File: src/rtl/wb_select_buffer_pkg.sv
// Shared definitions for the writeback-select stage: FSM states and fixed widths.
package wb_select_buffer_pkg;

   typedef enum logic [1:0] {
      ST_EMPTY = 2'd0,
      ST_ONE   = 2'd1,
      ST_FULL  = 2'd2
   } wb_state_e;

   localparam int unsigned ZERO_REG   = 0;
   localparam int unsigned WB_COUNT_W = 16;

endpackage

File: src/rtl/wb_select_buffer_src_mux.sv
// Combinational N:1 writeback source select with out-of-range detection.
module wb_src_mux #(
   parameter int WIDTH   = 32,
   parameter int NUM_SRC = 2,
   parameter int SEL_W   = 1
) (
   input  logic [SEL_W-1:0]         sel,
   input  logic [NUM_SRC*WIDTH-1:0] src,
   output logic [WIDTH-1:0]         data,
   output logic                     oor
);

   // Pick source 'sel'; a select matching no source yields zero data and raises oor.
   always_comb begin
      data = '0;
      oor  = 1'b1;
      for (int unsigned k = 0; k < NUM_SRC; k++) begin
         if (sel == SEL_W'(k)) begin
            data = src[k*WIDTH +: WIDTH];
            oor  = 1'b0;
         end
      end
   end

endmodule

File: src/rtl/wb_select_buffer.sv
// Writeback-select stage: N:1 source mux feeding a 2-entry skid buffer with
// valid/ready handshake, flush, sticky select-error flag and pop counter.
module wb_select_buffer
   import wb_select_buffer_pkg::*;
#(
   parameter int WIDTH   = 32,
   parameter int NUM_SRC = 2,
   parameter int SEL_W   = 1,
   parameter int RD_W    = 5
) (
   input  logic                     clk,
   input  logic                     rst,
   input  logic                     flush,
   input  logic                     in_valid,
   output logic                     in_ready,
   input  logic [SEL_W-1:0]         in_sel,
   input  logic [NUM_SRC*WIDTH-1:0] in_src,
   input  logic [RD_W-1:0]          in_rd,
   input  logic                     in_we,
   output logic                     out_valid,
   input  logic                     out_ready,
   output logic [WIDTH-1:0]         out_data,
   output logic [RD_W-1:0]          out_rd,
   output logic                     out_we,
   output logic                     sel_err,
   output logic [WB_COUNT_W-1:0]    wb_count
);

   wb_state_e               state_q, state_nx;

   logic [WIDTH-1:0]        head_data_q, tail_data_q;
   logic [RD_W-1:0]         head_rd_q,   tail_rd_q;
   logic                    head_we_q,   tail_we_q;

   logic [WIDTH-1:0]        mux_data;
   logic                    mux_oor;
   logic [WIDTH-1:0]        new_data;
   logic                    new_we;

   logic                    accept, pop;
   logic                    load_head, load_tail, shift_tail;
   logic                    sel_err_q;
   logic [WB_COUNT_W-1:0]   count_q;

   wb_src_mux #(
      .WIDTH   (WIDTH),
      .NUM_SRC (NUM_SRC),
      .SEL_W   (SEL_W)
   ) u_src_mux (
      .sel  (in_sel),
      .src  (in_src),
      .data (mux_data),
      .oor  (mux_oor)
   );

   // Handshake and entry formation; ready comes only from registered state and rst.
   always_comb begin
      in_ready  = ~rst & (state_q != ST_FULL);
      out_valid = (state_q != ST_EMPTY);
      accept    = in_valid & in_ready;
      pop       = out_valid & out_ready;
      new_data  = mux_oor ? '0 : mux_data;
      new_we    = in_we & ~mux_oor & (in_rd != RD_W'(ZERO_REG));
      out_data  = head_data_q;
      out_rd    = head_rd_q;
      out_we    = out_valid & head_we_q;
      sel_err   = sel_err_q;
      wb_count  = count_q;
   end

   // Next-state and entry-register load controls; flush overrides everything.
   always_comb begin
      state_nx   = state_q;
      load_head  = 1'b0;
      load_tail  = 1'b0;
      shift_tail = 1'b0;
      unique case (state_q)
         ST_EMPTY: begin
            if (accept) begin
               state_nx  = ST_ONE;
               load_head = 1'b1;
            end
         end
         ST_ONE: begin
            unique case ({accept, pop})
               2'b10: begin
                  state_nx  = ST_FULL;
                  load_tail = 1'b1;
               end
               2'b01: state_nx = ST_EMPTY;
               2'b11: begin
                  state_nx  = ST_ONE;
                  load_head = 1'b1;
               end
               default: state_nx = ST_ONE;
            endcase
         end
         ST_FULL: begin
            if (pop) begin
               state_nx   = ST_ONE;
               shift_tail = 1'b1;
            end
         end
         default: state_nx = ST_EMPTY;
      endcase
      if (flush) begin
         state_nx   = ST_EMPTY;
         load_head  = 1'b0;
         load_tail  = 1'b0;
         shift_tail = 1'b0;
      end
   end

   // State register.
   always_ff @(posedge clk or posedge rst) begin
      if (rst) state_q <= ST_EMPTY;
      else     state_q <= state_nx;
   end

   // Head/tail entry registers; head refills either from input or from the tail.
   always_ff @(posedge clk or posedge rst) begin
      if (rst) begin
         head_data_q <= '0;
         head_rd_q   <= '0;
         head_we_q   <= 1'b0;
         tail_data_q <= '0;
         tail_rd_q   <= '0;
         tail_we_q   <= 1'b0;
      end else begin
         if (load_head) begin
            head_data_q <= new_data;
            head_rd_q   <= in_rd;
            head_we_q   <= new_we;
         end else if (shift_tail) begin
            head_data_q <= tail_data_q;
            head_rd_q   <= tail_rd_q;
            head_we_q   <= tail_we_q;
         end
         if (load_tail) begin
            tail_data_q <= new_data;
            tail_rd_q   <= in_rd;
            tail_we_q   <= new_we;
         end
      end
   end

   // Sticky select error (only for entries actually kept) and wrapping pop counter.
   always_ff @(posedge clk or posedge rst) begin
      if (rst) begin
         sel_err_q <= 1'b0;
         count_q   <= '0;
      end else begin
         if (accept & mux_oor & ~flush) sel_err_q <= 1'b1;
         if (pop)                       count_q   <= count_q + 1'b1;
      end
   end

endmodule

File: config.mk
export PLATFORM = sky130hd
export DESIGN_NAME = wb_select_buffer
export DESIGN_NICKNAME = d
export VERILOG_FILES = /design/src/rtl/wb_select_buffer_pkg.sv /design/src/rtl/wb_select_buffer_src_mux.sv /design/src/rtl/wb_select_buffer.sv
export SDC_FILE = /design/constraint.sdc
export NUM_CORES = 1
export LEC_CHECK = 0
export CORE_ASPECT_RATIO = 0.6
export CORE_MARGIN = 2
export CORE_UTILIZATION = 47
export CTS_CLUSTER_DIAMETER = 200
export DETAILED_ROUTE_END_ITERATION = 7
export PLACE_DENSITY_LB_ADDON = 0.3
export REMOVE_ABC_BUFFERS = 1
export SYNTH_ARGS = -nofsm -noshare
export SYNTH_HDL_FRONTEND = slang
export SYNTH_SLANG_ARGS = --single-unit
File: constraint.sdc
create_clock -name clk -period 3.88 [get_ports clk]
set_clock_uncertainty 0.05 [all_clocks]
set_input_delay 0.776 -clock clk [delete_from_list [all_inputs] [get_ports clk]]
set_output_delay 0.776 -clock clk [all_outputs]
set_load 0.01 [all_outputs]
Word level (Yosys, flattened, before mapping). Index checks and enable logic that the tools add are counted.

Bits in registers: 94. Bits in latches: 0. Memory bits (writable): 0. ROM bits: 0. Input bits: 76. Memories: 0.

Add/sub/neg operators: 1. Multipliers: 0. Div/mod/pow operators: 0. $lt $le $gt $ge: 0. Eq/ne operators: 8. Shift operators: 0. Muxes and demuxes: 22. Bitwise logic cells: 6. Reductions and logical operators: 5.

Operators with widths (number): $mux 32 (3); $add 16x1->16 const B (1); $mux 1 (11); $mux 5 (2); $eq 2x2->1 const B (3); $mux 2 (3); $ne 3x3->1 const B (2); $pmux 2 s3 (1); $and 1x1->1 (5); $reduce_bool 5->1 (1); $eq 2x1->1 const B (2); $pmux 2 s2 (1); $reduce_bool 2->1 (2); $logic_not 2->1 (1); $ne 2x2->1 const B (1); $pmux 1 s2 (1); $reduce_and 2->1 (1); $not 1->1 (1).

Longest topological paths before layout.
Depth in word-level cells: 8. Gate-level depth with buffers: 10.

By module. Synthesis repeated with hierarchy kept, for this count alone.

Cells, all modules: 403. Area, all modules: 4830.9 µm².

Modules (own cells, without submodules): wb_select_buffer (instances 1, cells an instance 365, area each 4275.4 µm², sequential area each 2377.3 µm²); wb_src_mux (instances 1, cells an instance 38, area each 555.5 µm², sequential area each 0.0 µm²).

Worst setup path before layout. No wires, ideal clock.

Kind: in2reg. Start point: input out_ready. End point: register head_data_q[0] (netlist: out_data[0]). Arrival time: 2.164 ns. Path slack: 1.540 ns. Cell stages on the path: 9. Buffers on the path: 2. Cell sequence: o21ai_1 > inv_1 > ha_1 > nand2_1 > a21boi_4 > buf_4 > buf_6 > and2b_1 > a221o_1.

Longest elaborated chain between the ends: 6. Elaborated cells on any way between the ends: 10. Classes of those cells: eq/ne (1); mux (7); bitwise (1); reduce/logical (1).

RTL lines: from (decl) (RTL line wb_select_buffer.sv:21) `input logic out_ready,`; $and 1x1->1 (*) (RTL line wb_select_buffer.sv:61) `pop = out_valid & out_ready;`; net pop (RTL line wb_select_buffer.sv:40) `logic accept, pop;`; $eq 2x2->1 (RTL line wb_select_buffer.sv:85) `unique case ({accept, pop})`; $mux 1 (RTL line wb_select_buffer.sv:85); $pmux 1 s2 (RTL line wb_select_buffer.sv:77) `unique case (state_q)`; $mux 1 (RTL line wb_select_buffer.sv:106) `if (flush) begin`; $mux 32 / $reduce_bool 2->1 (equally long branches); to (signal assigned) (RTL line wb_select_buffer.sv:131) `head_data_q <= new_data;`; to (signal assigned) (RTL line wb_select_buffer.sv:135) `head_data_q <= tail_data_q;`; to (decl) (RTL line wb_select_buffer.sv:31) `logic [WIDTH-1:0] head_data_q, tail_data_q;`.

The timed path passes the listed nets; every way through them passes the cells marked *. A chain may end at the register's enable or synchronous reset.

Worst setup path after layout.
Start point: input out_ready. End point: register head_data_q[1] (netlist: out_data[1]).

The elaborated chain is that of the path after synthesis.

==> flow_summary.json <==
{
  "rsz0062_at_grt": "false",
  "cp-start-kind": "primary input",
  "clkLatencyLatePin_ns": 0.34,
  "drt_wl_total_um": 10090,
  "crit_chain": "clkdlybuf4s50_1, o21ai_1, inv_1, ha_1, nand2_1, a21boi_4, nor2_4, buf_4, a221o_1",
  "io_buffers": 131,
  "clk_path_buf_depth": 2,
  "power.leakage_nw": 2.661,
  "crit_arrival_ns": 3.13,
  "cts_buffers": 9,
  "gp_congestion": 0.8673,
  "ys_warn_count": 0,
  "grt_pass1_vias": 3367,
  "setup_ws_ns": 0.9161,
  "slew_headroom_pct": 35.30,
  "final-instance-count-excl-fill": 620,
  "cp-end-kind": "flip-flop",
  "critPathTopFamily": "compound AO/OA/AOI/OAI gates",
  "diodes": 0,
  "cap_violations": 0,
  "layout-drive-gt1-share_pct": 5.709,
  "min_period_over_period_pct": 76.39,
  "synth.distinct_cells": 37,
  "antenna_found_initial": 0,
  "dieArea_mm2": 0.009864,
  "outcome": "finished clean",
  "finish.utilization_pct": 68.07,
  "clkSlewWorstSetupHoldPaths_ns": 0.07,
  "clockRootBuffer": "clkbuf_16",
  "cts_setup_buffers": 0,
  "critPathRequiredTime_ns": 4.05,
  "drt_pass1_iterations": 4,
  "crit_fanout": 37,
  "p_int_mw": 2.053,
  "grt_start_max_net_pins": 58,
  "die_w_um": 126.9,
  "swShare_pct": 27.74,
  "dpl_cell_area_mm2": 0.005613,
  "dpl.hpwl_um": 7186,
  "whs_ns": 0.4189,
  "holdBufCountCts": 0,
  "ioPinCount": 133,
  "nets": 582,
  "row_count": 26,
  "slew_violations": 0,
  "grt_pass1_wl_um": 16550,
  "ant_nets": 0,
  "combPwrFrac_pct": 23.5,
  "routedWlPerCell_um": 16.28,
  "max-vdd-ir-drop_v": 0.0002382,
  "grt_overflow": 0,
  "power_density_mw_per_mm2": 482.3,
  "hp-class": "reg2reg",
  "final_common_cell": "clkdlybuf4s50_1",
  "track_usage_pct": 21.29,
  "ys_seq_area_share_pct": 55.23,
  "setup_violations": 0,
  "syn_avg_cell_area_um2": 11.21,
  "dpl.cell_count": 604,
  "drtIter0Drc": 229,
  "cp_num_buf_inv": 3,
  "hold_viol_final": 0,
  "cp_slowest_stage_delay_ns": 0.54,
  "initial_core_util_pct": 49.22,
  "cts_max_level": 3,
  "num-fill-cells": 660,
  "design_area_mm2": 0.005891,
  "p_sw_uw": 788.1,
  "power_mw": 2.841,
  "syn_area_mm2": 0.004259,
  "pre_cts_ws_ns": 0.5965,
  "viasPerCell": 5.348,
  "worstMarginPinSlew_ns": 0.9694,
  "cts_num_sinks": 94,
  "vias": 3316,
  "seq_power_share_pct": 47.6,
  "slowest_stage": "clkdlybuf4s50_1",
  "post_cts_resized": 0,
  "layout_common_cells": "clkdlybuf4s50_1 (130), dfrtp_1 (94), nand2_1 (57), o21ai_0 (34)",
  "pwr-share-clk_pct": 28.9,
  "synthCells": 380,
  "core_mm2": 0.008653,
  "finalSetupTns_ns": 0,
  "cts_tree": "built",
  "worstSetupPathType": "in2reg",
  "post-route-drc-count": 0,
  "area_delta_synth_final_pct": 38.31,
  "fp.dieH_um": 77.74,
  "clock.fmax_mhz": 337.4,
  "ys_ff_latch": 94,
  "fin_crit_ns": 2.964
}
-- registers in the layout (all words and copies together), names as in the netlist --
name and count:
out_data 32, out_rd 5, tail_data_q 32, head_we_q 1, state_q 2, wb_count 16
tail_rd_q 5, tail_we_q 1
-- cells in the mapped netlist (all sizes together) --
master	count	area share [%]
dfrtp	94	55
nand2	57	5.0
o21ai	35	4.1
a221o	32	7.5
mux2i	32	7.5
nor2b	31	4.6
buf	13	2.3
xnor2	13	2.7
clkbuf	12	1.1
nor2	7	0.79
nand4	6	0.88
a21o	5	0.88
a22o	5	1.0
inv	5	0.44
nand3	5	0.59
a21oi	4	0.47
and2b	3	0.53
ha	3	0.88
and2	2	0.29
and3	2	0.29
nor3	2	0.24
xor2	2	0.41
a211oi	1	0.18
a21boi	1	0.44
and4bb	1	0.29
conb	1	0.088
nor3b	1	0.18
nor4	1	0.29
o2111ai	1	0.21
or2	1	0.15
or3b	1	0.26
or4	1	0.18
-- final cells by class --
class | instances | area [um2] | share of cell area, %
inverter | 5 | 20.02 | 0.3398
sequential | 94 | 2352 | 39.93
multi-input combinational | 256 | 1749 | 29.69
timing repair buffer | 137 | 1351 | 22.94
tap | 112 | 140.1 | 2.379
clock inverter | 4 | 31.28 | 0.5310
clock buffer | 12 | 246.5 | 4.184
-- routing by layer --
| metal | track usage [%] | part of all wire, % | vias up |
|---|---|---|---|
| li1 | - | - | 1587 |
| met3 | 7.172 | 8.0 | 13 |
| met1 | 30.06 | 48 | 1594 |
| met2 | 32.10 | 43 | 122 |
| met4 | 4.725 | 0.96 | 0 |
| met5 | 0 | 0 | - |
-- final timing paths --
| path | slack [ns] | cells after the start | start | end |
|---|---|---|---|---|
| max | 0.92 | 9 | out_ready | out_data[1] |
| min | 0.42 | 1 | wb_count[15] | wb_count[15] |
| max reg2reg | 1.31 | 8 | state_q[0] | out_data[1] |
| min reg2reg | 0.42 | 1 | wb_count[15] | wb_count[15] |
| max in group asynchronous | 1.97 | 3 | rst | tail_data_q[30] |
| min in group asynchronous | 1.01 | 2 | rst | tail_rd_q[0] |
-- logic make-up after synthesis --
kind of cell	count (synthesis)	share of synthesized area, %
other cells	1	0.08805
xor+xnor	15	3.085
simple gates	121	14.54
buf+inv	30	3.819
compound gates	84	14.84
flops	94	55.23
fa+ha+maj	3	0.8814
mux	32	7.521
-- power by group through the flow --
stage / registers, mW / logic, mW / clock network (mW)
finish: 1.35 / 0.668 / 0.820
global route: 1.38 / 0.735 / 0.873
CTS: 1.35 / 0.678 / 0.836
detailed placement: 1.36 / 0.676 / 0
global placement: 1.35 / 0.654 / 0
floorplan: 1.38 / 0.250 / 0
Power figures use the tool's default switching activity.
